## config.mk

```make
export PLATFORM = sky130hd
export DESIGN_NAME = seq_alu
export DESIGN_NICKNAME = d
export VERILOG_FILES = /design/src/rtl/alu_pkg.sv /design/src/rtl/seq_shift_mul.sv /design/src/rtl/seq_alu.sv
export SDC_FILE = /design/constraint.sdc
export NUM_CORES = 1
export LEC_CHECK = 0
export ABC_CLOCK_PERIOD_IN_PS = 3700
export BUFFER_PORTS_ARGS = -buffer_cell sky130_fd_sc_hd__buf_2
export CAP_MARGIN = 20
export CORE_UTILIZATION = 55
export CTS_CLUSTER_SIZE = 40
export DETAILED_ROUTE_END_ITERATION = 10
export PLACE_DENSITY = 0.85
export SLEW_MARGIN = 20
export SYNTH_ARGS = -nofsm -noshare
export SYNTH_HDL_FRONTEND = slang
export SYNTH_SLANG_ARGS = --single-unit
```

## constraint.sdc

```tcl
create_clock -name clk -period 3.7 [get_ports clk]
set_clock_uncertainty 0.05 [all_clocks]
set_input_delay 0 -clock clk [delete_from_list [all_inputs] [get_ports clk]]
set_output_delay 0 -clock clk [all_outputs]
set_load 0.01 [all_outputs]
```

## src/rtl/alu_pkg.sv

```systemverilog
// alu_pkg: shared definitions for the sequential ALU.
//   - opcode encodings (OP_ADD .. OP_ADC)
//   - bit positions of the {C,Z,N,V} flag register
//   - handshake FSM state encoding
//   - is_engine_op(): true for ops executed by the iterative engine
package alu_pkg;

    localparam logic [3:0] OP_ADD = 4'd0;
    localparam logic [3:0] OP_SUB = 4'd1;
    localparam logic [3:0] OP_AND = 4'd2;
    localparam logic [3:0] OP_OR  = 4'd3;
    localparam logic [3:0] OP_XOR = 4'd4;
    localparam logic [3:0] OP_SHL = 4'd5;
    localparam logic [3:0] OP_SHR = 4'd6;
    localparam logic [3:0] OP_ASR = 4'd7;
    localparam logic [3:0] OP_MUL = 4'd8;
    localparam logic [3:0] OP_ROL = 4'd9;
    localparam logic [3:0] OP_ROR = 4'd10;
    localparam logic [3:0] OP_NOT = 4'd11;
    localparam logic [3:0] OP_CMP = 4'd12;
    localparam logic [3:0] OP_ADC = 4'd13;

    localparam int FLAG_C = 3;
    localparam int FLAG_Z = 2;
    localparam int FLAG_N = 1;
    localparam int FLAG_V = 0;

    typedef enum logic [1:0] {
        ST_IDLE = 2'd0,
        ST_BUSY = 2'd1,
        ST_DONE = 2'd2
    } state_t;

    // Shifts/rotates always go to the engine; MUL only when it is built in.
    function automatic logic is_engine_op(input logic [3:0] op, input logic mul_en);
        return (op == OP_SHL) || (op == OP_SHR) || (op == OP_ASR) ||
               (op == OP_ROL) || (op == OP_ROR) || ((op == OP_MUL) && mul_en);
    endfunction

endpackage

```

## src/rtl/seq_shift_mul.sv

```systemverilog
// seq_shift_mul: iterative shift / rotate / multiply engine.
//   One shift/rotate bit per cycle, or one shift-add multiply step per cycle.
//   Ports:
//     clk, rst        clock, synchronous active-high reset
//     start           load operands and op (one-cycle pulse on accept)
//     op, a, b        opcode, first operand, second operand / shift amount
//     last            high during the final busy cycle
//     result, carry   value the engine will hold after the current step;
//                     valid to capture on the edge where last is high
module seq_shift_mul
    import alu_pkg::*;
#(
    parameter int WIDTH = 8
) (
    input  logic             clk,
    input  logic             rst,
    input  logic             start,
    input  logic [3:0]       op,
    input  logic [WIDTH-1:0] a,
    input  logic [WIDTH-1:0] b,
    output logic             last,
    output logic [WIDTH-1:0] result,
    output logic             carry
);

    localparam int SW = $clog2(WIDTH);
    localparam int CW = SW + 1;

    logic               busy_reg;
    logic [CW-1:0]      count_reg;
    logic [3:0]         op_reg;
    logic               move_reg;
    logic               carry_reg;
    logic               carry_next;
    logic [WIDTH-1:0]   mcand_reg;
    logic [2*WIDTH-1:0] prod_reg;
    logic [2*WIDTH-1:0] prod_next;
    logic [WIDTH-1:0]   lo;
    logic [WIDTH-1:0]   hi;
    logic [WIDTH:0]     sum;
    logic [SW-1:0]      amt;

    assign amt = b[SW-1:0];
    assign lo  = prod_reg[WIDTH-1:0];
    assign hi  = prod_reg[2*WIDTH-1:WIDTH];

    // Shifts work in the low half only. MUL keeps {partial_high, multiplier}
    // and shifts the sum back in from the top each step.
    always_comb begin
        prod_next  = prod_reg;
        carry_next = carry_reg;
        sum        = {1'b0, hi} + {1'b0, (lo[0] ? mcand_reg : {WIDTH{1'b0}})};
        case (op_reg)
            OP_SHL: if (move_reg) begin
                prod_next[WIDTH-1:0] = {lo[WIDTH-2:0], 1'b0};
                carry_next           = lo[WIDTH-1];
            end
            OP_SHR: if (move_reg) begin
                prod_next[WIDTH-1:0] = {1'b0, lo[WIDTH-1:1]};
                carry_next           = lo[0];
            end
            OP_ASR: if (move_reg) begin
                prod_next[WIDTH-1:0] = {lo[WIDTH-1], lo[WIDTH-1:1]};
                carry_next           = lo[0];
            end
            // Rotate carry is fixed at start; the bit sweeps stay in the word.
            OP_ROL: if (move_reg) prod_next[WIDTH-1:0] = {lo[WIDTH-2:0], lo[WIDTH-1]};
            OP_ROR: if (move_reg) prod_next[WIDTH-1:0] = {lo[0], lo[WIDTH-1:1]};
            OP_MUL: prod_next = {sum, lo[WIDTH-1:1]};
            default: ;
        endcase
    end

    assign last   = busy_reg && (count_reg == CW'(1));
    assign result = prod_next[WIDTH-1:0];
    assign carry  = (op_reg == OP_MUL) ? (|prod_next[2*WIDTH-1:WIDTH]) : carry_next;

    always_ff @(posedge clk) begin
        if (rst) begin
            busy_reg  <= 1'b0;
            count_reg <= '0;
            op_reg    <= '0;
            move_reg  <= 1'b0;
            carry_reg <= 1'b0;
            mcand_reg <= '0;
            prod_reg  <= '0;
        end else if (start) begin
            busy_reg  <= 1'b1;
            op_reg    <= op;
            move_reg  <= (amt != '0);
            mcand_reg <= a;
            prod_reg  <= {{WIDTH{1'b0}}, ((op == OP_MUL) ? b : a)};
            // Amount 0 still takes one cycle, with nothing moved.
            if (op == OP_MUL)
                count_reg <= CW'(WIDTH);
            else if (amt == '0)
                count_reg <= CW'(1);
            else
                count_reg <= {1'b0, amt};
            // Rotates report the bit sitting at the boundary the word rotates across.
            if (amt == '0)
                carry_reg <= 1'b0;
            else if (op == OP_ROL)
                carry_reg <= a[WIDTH-1];
            else if (op == OP_ROR)
                carry_reg <= a[0];
            else
                carry_reg <= 1'b0;
        end else if (busy_reg) begin
            prod_reg  <= prod_next;
            carry_reg <= carry_next;
            count_reg <= count_reg - CW'(1);
            if (last)
                busy_reg <= 1'b0;
        end
    end

endmodule

```

## src/rtl/seq_alu.sv

```systemverilog
// seq_alu: handshaked sequential ALU with a persistent {C,Z,N,V} flag register.
//   Ports:
//     clk, rst              clock, synchronous active-high reset
//     in_valid / in_ready   operand handshake (ready only in IDLE, rst low)
//     op, in1, in2          opcode and operands, latched on accept
//     out_valid / out_ready result handshake
//     out, flags, err       result, flag register, illegal-opcode indication
//   Single-cycle ops are computed from the latched operands during the one
//   BUSY cycle; shifts, rotates and MUL run in seq_shift_mul.
module seq_alu
    import alu_pkg::*;
#(
    parameter int WIDTH  = 8,
    parameter int MUL_EN = 1
) (
    input  logic             clk,
    input  logic             rst,
    input  logic             in_valid,
    output logic             in_ready,
    input  logic [3:0]       op,
    input  logic [WIDTH-1:0] in1,
    input  logic [WIDTH-1:0] in2,
    output logic             out_valid,
    input  logic             out_ready,
    output logic [WIDTH-1:0] out,
    output logic [3:0]       flags,
    output logic             err
);

    localparam int MSB = WIDTH - 1;

    state_t           state_reg;
    logic [WIDTH-1:0] a_reg;
    logic [WIDTH-1:0] b_reg;
    logic [3:0]       op_reg;
    logic             cin_reg;
    logic             eng_op_reg;
    logic [WIDTH-1:0] out_reg;
    logic [3:0]       flags_reg;
    logic             err_reg;
    logic             out_valid_reg;

    logic             accept;
    logic             eng_start;
    logic             eng_last;
    logic [WIDTH-1:0] eng_result;
    logic             eng_carry;

    logic [WIDTH:0]   sum_w;
    logic [WIDTH:0]   diff_w;
    logic [WIDTH-1:0] res_c;
    logic [WIDTH-1:0] zn_src;
    logic             c_c;
    logic             v_c;
    logic             illegal_c;
    logic [3:0]       flags_c;

    assign in_ready  = (state_reg == ST_IDLE) && !rst;
    assign accept    = in_valid && in_ready;
    assign eng_start = accept && is_engine_op(op, MUL_EN != 0);

    assign out_valid = out_valid_reg;
    assign out       = out_reg;
    assign flags     = flags_reg;
    assign err       = err_reg;

    seq_shift_mul #(
        .WIDTH (WIDTH)
    ) u_engine (
        .clk    (clk),
        .rst    (rst),
        .start  (eng_start),
        .op     (op),
        .a      (in1),
        .b      (in2),
        .last   (eng_last),
        .result (eng_result),
        .carry  (eng_carry)
    );

    always_comb begin
        sum_w     = {1'b0, a_reg} + {1'b0, b_reg} +
                    {{WIDTH{1'b0}}, ((op_reg == OP_ADC) && cin_reg)};
        diff_w    = {1'b0, a_reg} - {1'b0, b_reg};
        res_c     = '0;
        c_c       = 1'b0;
        v_c       = 1'b0;
        illegal_c = 1'b0;
        case (op_reg)
            OP_ADD, OP_ADC: begin
                res_c = sum_w[WIDTH-1:0];
                c_c   = sum_w[WIDTH];
                v_c   = (a_reg[MSB] == b_reg[MSB]) && (sum_w[MSB] != a_reg[MSB]);
            end
            OP_SUB, OP_CMP: begin
                res_c = (op_reg == OP_CMP) ? a_reg : diff_w[WIDTH-1:0];
                c_c   = diff_w[WIDTH];   // borrow
                v_c   = (a_reg[MSB] != b_reg[MSB]) && (diff_w[MSB] != a_reg[MSB]);
            end
            OP_AND: res_c = a_reg & b_reg;
            OP_OR:  res_c = a_reg | b_reg;
            OP_XOR: res_c = a_reg ^ b_reg;
            OP_NOT: res_c = ~a_reg;
            OP_SHL, OP_SHR, OP_ASR, OP_ROL, OP_ROR: begin
                res_c = eng_result;
                c_c   = eng_carry;
            end
            OP_MUL: begin
                if (MUL_EN != 0) begin
                    res_c = eng_result;
                    c_c   = eng_carry;
                end else begin
                    illegal_c = 1'b1;
                end
            end
            default: illegal_c = 1'b1;
        endcase
        // CMP reports Z/N of the difference while passing in1 through.
        zn_src          = (op_reg == OP_CMP) ? diff_w[WIDTH-1:0] : res_c;
        flags_c         = '0;
        flags_c[FLAG_C] = c_c;
        flags_c[FLAG_Z] = (zn_src == '0);
        flags_c[FLAG_N] = zn_src[MSB];
        flags_c[FLAG_V] = v_c;
    end

    always_ff @(posedge clk) begin
        if (rst) begin
            state_reg     <= ST_IDLE;
            a_reg         <= '0;
            b_reg         <= '0;
            op_reg        <= '0;
            cin_reg       <= 1'b0;
            eng_op_reg    <= 1'b0;
            out_reg       <= '0;
            flags_reg     <= '0;
            err_reg       <= 1'b0;
            out_valid_reg <= 1'b0;
        end else begin
            case (state_reg)
                ST_IDLE: begin
                    if (in_valid) begin
                        a_reg      <= in1;
                        b_reg      <= in2;
                        op_reg     <= op;
                        cin_reg    <= flags_reg[FLAG_C];
                        eng_op_reg <= is_engine_op(op, MUL_EN != 0);
                        err_reg    <= 1'b0;
                        state_reg  <= ST_BUSY;
                    end
                end
                ST_BUSY: begin
                    if (!eng_op_reg || eng_last) begin
                        out_reg       <= res_c;
                        err_reg       <= illegal_c;
                        if (!illegal_c)
                            flags_reg <= flags_c;
                        out_valid_reg <= 1'b1;
                        state_reg     <= ST_DONE;
                    end
                end
                ST_DONE: begin
                    if (out_ready) begin
                        out_valid_reg <= 1'b0;
                        state_reg     <= ST_IDLE;
                    end
                end
                default: state_reg <= ST_IDLE;
            endcase
        end
    end

endmodule

```

==> reports/results.env, run 1 <==
DR.FIRST_ITER.DRC_COUNT=524
RSZ_0062_RAISED_AFTER_GLOBAL_ROUTING='no'
END_KIND='flop'
DIE_WIDTH_UM=102
GRT_START_MAX_NET_PINS=38
WORSTMARGINPINSLEW_PS=985
DRT-TOTAL-WL_UM=16900
ASYNCSETRESETFLOPFRACSYNTH_PCT=0
P_SW_SHARE_PCT=33.0
DRV_SLEW=0
GRT_FIRST_PASS_WIRELENGTH_UM=26300
FINAL_CELL_MIX='nand2_1 (120), a21oi_1 (93), dfxtp_1 (73)'
DETAILED_PLACE.AREA_UM2=5730
VDD_IR_DROP_MAX_uV=233
FINALWORSTPATHREQUIREDPERIOD_PS=3350
ACHIEVABLE-FREQUENCY_MHz=298
FINAL_COMMON_CELL='nand2_1'
DESIGN.DIE.AREA_UM2=10500
COMBPWRFRAC_PCT=25.9
DRTANTENNAVIOLNETS=0
MOST_USED_DFF_POST_SYNTH='dfxtp_1'
P_INT_mW=1.52
POWER_mW=2.27
POSTLAYOUTCELLAREA_UM2=6190
UTILIZATION_PCT=63.3
PLACE.DETAILED.HPWL_UM=12200
PLACEMENT.IO_BUFFERS=38
SEQPWRFRAC_PCT=39.5
WORSTSKEWPAIRLATENCY_PS=360
TRITONCTS.NUM_BUFFERS=9
RUN_STATUS='finished clean'
FIRST_GLOBAL_VIAS=5274
NNETSFINAL=840
WORSTPATHARRIVAL_PS=3550
ROUTE.DETAILED.VIAS_PER_INST=6.44
CLK_PIN_SLEW_WORST_PATHS_PS=90
FINALWEIGHTEDCONGESTION=1.02
VIA_COUNT=5870
CTS.PATH.MAX_BUFFERS=2
FINAL_MIN_PERIOD_OVER_CLOCK_PERIOD_PCT=90.6
POST-ROUTE-DRC-COUNT=0
POWERDENSITY_nW_PER_UM2=366
FLIP_FLOP_AND_LATCH_COUNT_AFTER_SYNTHESIS=73
POWER.NET_SWITCHING_mW=0.748
POSTSYNTHAREAPERCELL_UM2=7.41
TOTALNEGATIVESETUPSLACK_PS=0
CRIT_PATH_MAX_FANOUT=15
YOSYS_WARNINGS=0
SETUP-VIOLATIONS-FINAL=0
MAX_CAP_VIOL_COUNT=0
FINALHOLDVIOLCOUNT=0
SYNTH_CELL_TYPE_COUNT=76
INITIAL_UTILIZATION_PCT=56.6
FINAL_CRITICAL_PATH_SETUP_SLACK_PS=349
AREA.GROWTH.SYNTH_TO_FINAL_PCT=11.9
CLKPWRFRAC_PCT=34.5
MAXSLEWHEADROOM_PCT=34.3
TIMING.CRITICAL_PATH.FROM_TYPE='flop'
SYNTHESIS.NETS=811
CELLLEAKAGEPOWER_nW=2.41
SYNTHCELLS=746
CORE.ROWCOUNT=36
LARGEST_REG_FLOPS=16
FINAL_LAYOUT_SIZE_SUFFIX_GT1_SHARE_PCT=10.5
WORST_EP_REQUIRED_TIME_PS=3900
DETAIL_ROUTE.FIRST_PASS.ITERATIONS=7
HP-CLASS='input port to flop'
GR-USAGE-ALL-LAYERS_PCT=32.7
ANTENNA_VIOLATIONS_BEFORE_REPAIR=0
CTS.HTREE.LEVELS=3
N_ANTENNA_CELL=0
BOUNDARYPINS=39
CTS_NUM_SINKS=73
CLOCKROOTBUFFER='clkbuf_8'
CRIT_TYPE='flop to flop'
POST-PLACE-WS_PS=488
SYNTH.CELL_AREA_UM2=5530
POSTCTSRESIZEDCELLS=0
DIE-HEIGHT_UM=102
CORE_UM2=9770
REGISTER_AREA_SHARE_AFTER_SYNTHESIS_PCT=26.4
WL_PER_CELL_UM=18.5
SYNTH_ENABLE_FLOP_CELLS=0
CTS_TREE='built'
GLOBAL_ROUTE.OVERFLOW_TOTAL=0
==> critical path: stages, from the launching register on <==
cell and delay, ps:
dfxtp_1 620, and2_1 190, ha_1 170, inv_1 80, fa_1 430, nor2b_1 150
o21ai_0 120, a21boi_0 330, o21ai_0 220, a21o_1 240, a2111o_1 390, a32oi_1 200
nand2_1 60
==> through the flow <==
stage / hold WS, ps / std cells
6_report: 95.2 / 912
5_1_grt: 174 / 912
4_1_cts: 99.7 / 912
3_5_place_dp: 233 / 876
3_3_place_gp: 220 / 876
2_1_floorplan: 86.0 / 746
==> worst paths after layout <==
kind / start / slack, ps / to / cells after the start
worst min register to register: flags[0] / 410 / flags[0] / 2
worst min-delay path: rst / 100 / out[2] / 2
worst max register to register: u_engine.prod_reg[0] / 350 / flags[3] / 12
worst max-delay path: u_engine.prod_reg[0] / 350 / flags[3] / 12
==> cells in the mapped netlist (12+ instances only) <==
cell type  instances  area [um^2]
a211oi_1          23          173
buf_2             18         90.1
ha_1              37          463
dfxtp_1           73         1460
nand2b_1          20          125
nand3_1           14         70.1
o21ai_0           24          120
nand2_1          120          450
o22ai_1           12         75.1
inv_1             40          150
nor2_1            54          203
a21oi_1           93          465
clkbuf_1          24         90.1
nor2b_1           14         87.6
==> cells by family (layout without fill, tap and decap cells) <==
logic type                 after synthesis  count (layout)  share of synthesized area, %
AOI/OAI and AO/OA                      244             244                          29.3
muxes                                   10              10                          1.83
DFF                                     73              73                          26.4
and+or+nand+nor                        274             274                          23.6
xor gates and xnor gates                14              14                          2.22
adders and majority gates               41              41                          9.82
buffers and inverters                   90             123                          6.79
==> final cells by class <==
cell class	count	area [um^2]
Clock buffer	9	124
Clock inverter	6	116
Fill cell	845	3590
Inverter	40	150
Multi-Input combinational cell	583	3700
Sequential cell	73	1460
Tap cell	133	166
Timing Repair Buffer	68	468
==> power by group through the flow <==
stage                     Clock [mW]  Sequential, mW  Combinational, mW
after floorplan                    0           0.889              0.421
after global placement             0           0.907              0.533
after detailed placement           0           0.912              0.548
after CTS                      0.774           0.894              0.569
after global routing           0.806           0.901              0.640
final                          0.782           0.896              0.588
==> routing by layer <==
metal | GRT usage (%) | up-vias | share of wire (%)
met5 | 0 | - | 0
met4 | 13.3 | 0 | 3.1
met3 | 4.99 | 56 | 8.7
met2 | 55.3 | 358 | 47
met1 | 41.6 | 2742 | 41
li1 | - | 2714 | -
==> what timing repair did <==
action / CTS / global route
hold buffers: 21 / 0
hold endpoints to repair: 36 / 0
setup buffers: 0 / 0
Power figures use the tool's default switching activity.
==> inputs of run 2 (changes only) <==
- ABC_AREA: not set -> 1
- CAP_MARGIN: 20 -> 25
==> reports/results.env, run 2 <==
CTS_TREE='built'
SYNTH_LARGEST_TYPE_AREA_FRACTION_PCT=27.2
GRT_START_MAX_NET_PINS=39
CTS.HTREE.LEVELS=3
DESIGN.DIE.AREA_UM2=10200
LARGEST_REG_FLOPS=16
FINALWORSTPATHREQUIREDPERIOD_PS=2810
WORSTHOLDPATHCELLS=4
VDD_IR_DROP_MAX_uV=224
CTS_NUM_SINKS=73
POWERDENSITY_nW_PER_UM2=376
CRIT_TYPE='flop to flop'
POSTSYNTHAREAPERCELL_UM2=6.24
R2R.WORST_PATH.CELLS=16
ROUTE.DETAILED.VIAS_PER_INST=5.60
NUM-FILL-CELLS=857
MIN_DELAY_WORST_ENDPOINT='u_engine.count_reg[2]'
ASYNCSETRESETFLOPFRACSYNTH_PCT=0
DIE-HEIGHT_UM=101
TOP_CELLS_BY_INSTANCE_COUNT_AFTER_SYNTHESIS='nand2_1 (215), inv_1 (123), o21ai_0 (79), nor2_1 (76), dfxtp_1 (73)'
HP-CLASS='input port to flop'
DRT-TOTAL-WL_UM=15000
SYNTH_CELL_TYPE_COUNT=40
CLOCKROOTBUFFER='clkbuf_8'
POSTCTSRESIZEDCELLS=0
FLIP_FLOP_AND_LATCH_COUNT_AFTER_SYNTHESIS=73
SEQPWRFRAC_PCT=39.5
SETUP.REG_TO_REG.WORST_SLACK_PS=890
WORST_EP_REQUIRED_TIME_PS=3940
CTS.PATH.MAX_BUFFERS=2
FINAL_CELL_MIX='nand2_1 (215), inv_1 (123), o21ai_0 (79)'
N_ANTENNA_CELL=0
CRIT_PATH_MAX_FANOUT=5
WORSTMARGINPINSLEW_PS=762
MULTI_INPUT_AREA_UM2=3290
MOST_USED_DFF_POST_SYNTH='dfxtp_1'
PLACE_INST=1005
P_SW_SHARE_PCT=36.2
DRTANTENNAVIOLNETS=0
DRV_SLEW=0
FINAL_MIN_PERIOD_OVER_CLOCK_PERIOD_PCT=76.1
YOSYS_WARNINGS=0
POST_LAYOUT_NONFILLER_INSTANCES=1045
P_INT_mW=1.46
VIA_COUNT=5856
DETAIL_ROUTE.FIRST_PASS.ITERATIONS=6
RSZ_0062_RAISED_AFTER_GLOBAL_ROUTING='no'
FINAL_LAYOUT_SIZE_SUFFIX_GT1_SHARE_PCT=8.52
WORSTPATHARRIVAL_PS=3050
SYNTH_LARGEST_AREA_CELL='dfxtp_1'
REGISTER_AREA_SHARE_AFTER_SYNTHESIS_PCT=27.2
WORSTSKEWPAIRLATENCY_PS=370
FINAL_COMMON_CELL='nand2_1'
POST_SYNTH_MAIN_AREA_CONTRIBUTORS='dfxtp_1 (27%), nand2_1 (15%), ha_1 (8.6%)'
SYNTH_ENABLE_FLOP_CELLS=0
WL_PER_CELL_UM=14.4
SYNTH_MOST_COMMON_CELL='nand2_1'
SYNTHESIS.NETS=926
DR.FIRST_ITER.DRC_COUNT=668
R2R_END='flags[2]'
CLKPWRFRAC_PCT=31.2
ACHIEVABLE-FREQUENCY_MHz=355
SYNTHCELLS=861
FINALWEIGHTEDCONGESTION=0.990
TOTALNEGATIVESETUPSLACK_PS=0
END_KIND='flop'
PLACE.DETAILED.HPWL_UM=11100
GRT_FIRST_PASS_WIRELENGTH_UM=25300
MAX_CAP_VIOL_COUNT=0
RUN_STATUS='finished clean'
ANTENNA_VIOLATIONS_BEFORE_REPAIR=0
FF_LATCH_AREA_UM2=1460
SYNTH.CELL_AREA_UM2=5370
RR_STARTPOINT='op_reg[3]'
FIRST_GLOBAL_VIAS=5346
DIE_WIDTH_UM=101
CLK_PIN_SLEW_WORST_PATHS_PS=80
FINALHOLDVIOLCOUNT=0
POWER.NET_SWITCHING_mW=0.831
COMBPWRFRAC_PCT=29.3
SETUP-VIOLATIONS-FINAL=0
BOUNDARYPINS=39
CORE_UM2=9370
POWER_mW=2.30
AREA.GROWTH.SYNTH_TO_FINAL_PCT=13.6
MIN-DELAY-START='in_valid'
CORE.ROWCOUNT=35
GLOBAL_ROUTE.OVERFLOW_TOTAL=0
MAXSLEWHEADROOM_PCT=49.2
TIMING.CRITICAL_PATH.FROM_TYPE='flop'
CELLLEAKAGEPOWER_nW=3.08
NNETSFINAL=976
POST-ROUTE-DRC-COUNT=0
INITIAL_UTILIZATION_PCT=57.3
GR-USAGE-ALL-LAYERS_PCT=31.6
TRITONCTS.NUM_BUFFERS=9
PLACEMENT.IO_BUFFERS=38
run 2: cell count changes after synthesis, moves of 11 or more:
cell,delta
nand3_1,+47
nor2b_1,-14
a21oi_1,-30
nand2b_1,-20
nor2_1,+22
nand4_1,+11
nand2_1,+95
a211oi_1,-21
inv_1,+83
o21ai_0,+55
run 2: how the worst max path moves through the flow:
stage / cells past startpoint / slack, ps / start / to
2_1_floorplan: 16 / 1240 / u_engine.prod_reg[0] / flags[3]
3_3_place_gp: 16 / 1070 / op_reg[3] / flags[2]
3_5_place_dp: 16 / 970 / op_reg[3] / flags[2]
4_1_cts: 16 / 930 / op_reg[3] / flags[2]
5_1_grt: 16 / 620 / op_reg[3] / flags[2]
6_report: 16 / 890 / op_reg[3] / flags[2]
run 2: metal layers:
metal	track usage, %	routed length [um]
met1	42.1	6480
met2	50.6	6730
met3	6.38	1410
met4	11.4	417
met5	0	0
run 2: timing repair:
item / in CTS / in global routing
setup buffers: 0 / 0
hold endpoints to repair: 41 / 0
hold buffers: 23 / 0
run 2: area by class of cell:
| cell class | instances | share of cell area [%] |
|---|---|---|
| sequential | 73 | 23.9 |
| timing repair buffer | 66 | 7.57 |
| multi-input combinational | 626 | 53.8 |
| clock buffer | 9 | 2.03 |
| tap | 129 | 2.65 |
| clock inverter | 7 | 1.66 |
| inverter | 135 | 8.30 |
run 2: kinds of logic (layout without fill, tap and decap cells):
group / after synthesis / after routing / share of synthesized area, %
and+or+nand+nor: 391 / 391 / 30.9
AOI/OAI and AO/OA: 184 / 184 / 18.5
buffers and inverters: 162 / 217 / 11.7
DFF: 73 / 73 / 27.2
adders and majority gates: 41 / 41 / 10.1
xor gates and xnor gates: 9 / 9 / 1.47
muxes: 1 / 1 / 0.186
run 2: worst max-delay path, cell delays in order, from the launching register on:
cell,delay [ps]
dfxtp_1,410
nand2_1,140
nor2_1,170
nand2_1,90
fa_1,420
fa_1,430
inv_1,90
nand3_1,80
a21oi_1,180
nor3_1,60
nor2_1,140
nand2_1,80
nor2_1,100
nand3_1,70
nand2_1,60
nand3_1,60
a21oi_1,120
run 2: power groups by stage:
stage / Sequential, mW / Combinational, mW / Clock (mW)
after floorplan: 0.912 / 0.473 / 0
after global placement: 0.920 / 0.619 / 0
after detailed placement: 0.924 / 0.631 / 0
after CTS: 0.905 / 0.655 / 0.726
after global routing: 0.916 / 0.760 / 0.765
final: 0.907 / 0.672 / 0.716
run 2: stage by stage:
stage	setup slack (ps)	hold WS [ps]	utilization [%]	area (um^2)
floorplan	1240	11.4	-	5370
global placement	1070	226	60.1	5640
detailed placement	971	234	60.1	5640
CTS	926	109	65.0	6090
global route	618	125	65.1	6100
finish	885	122	65.1	6100
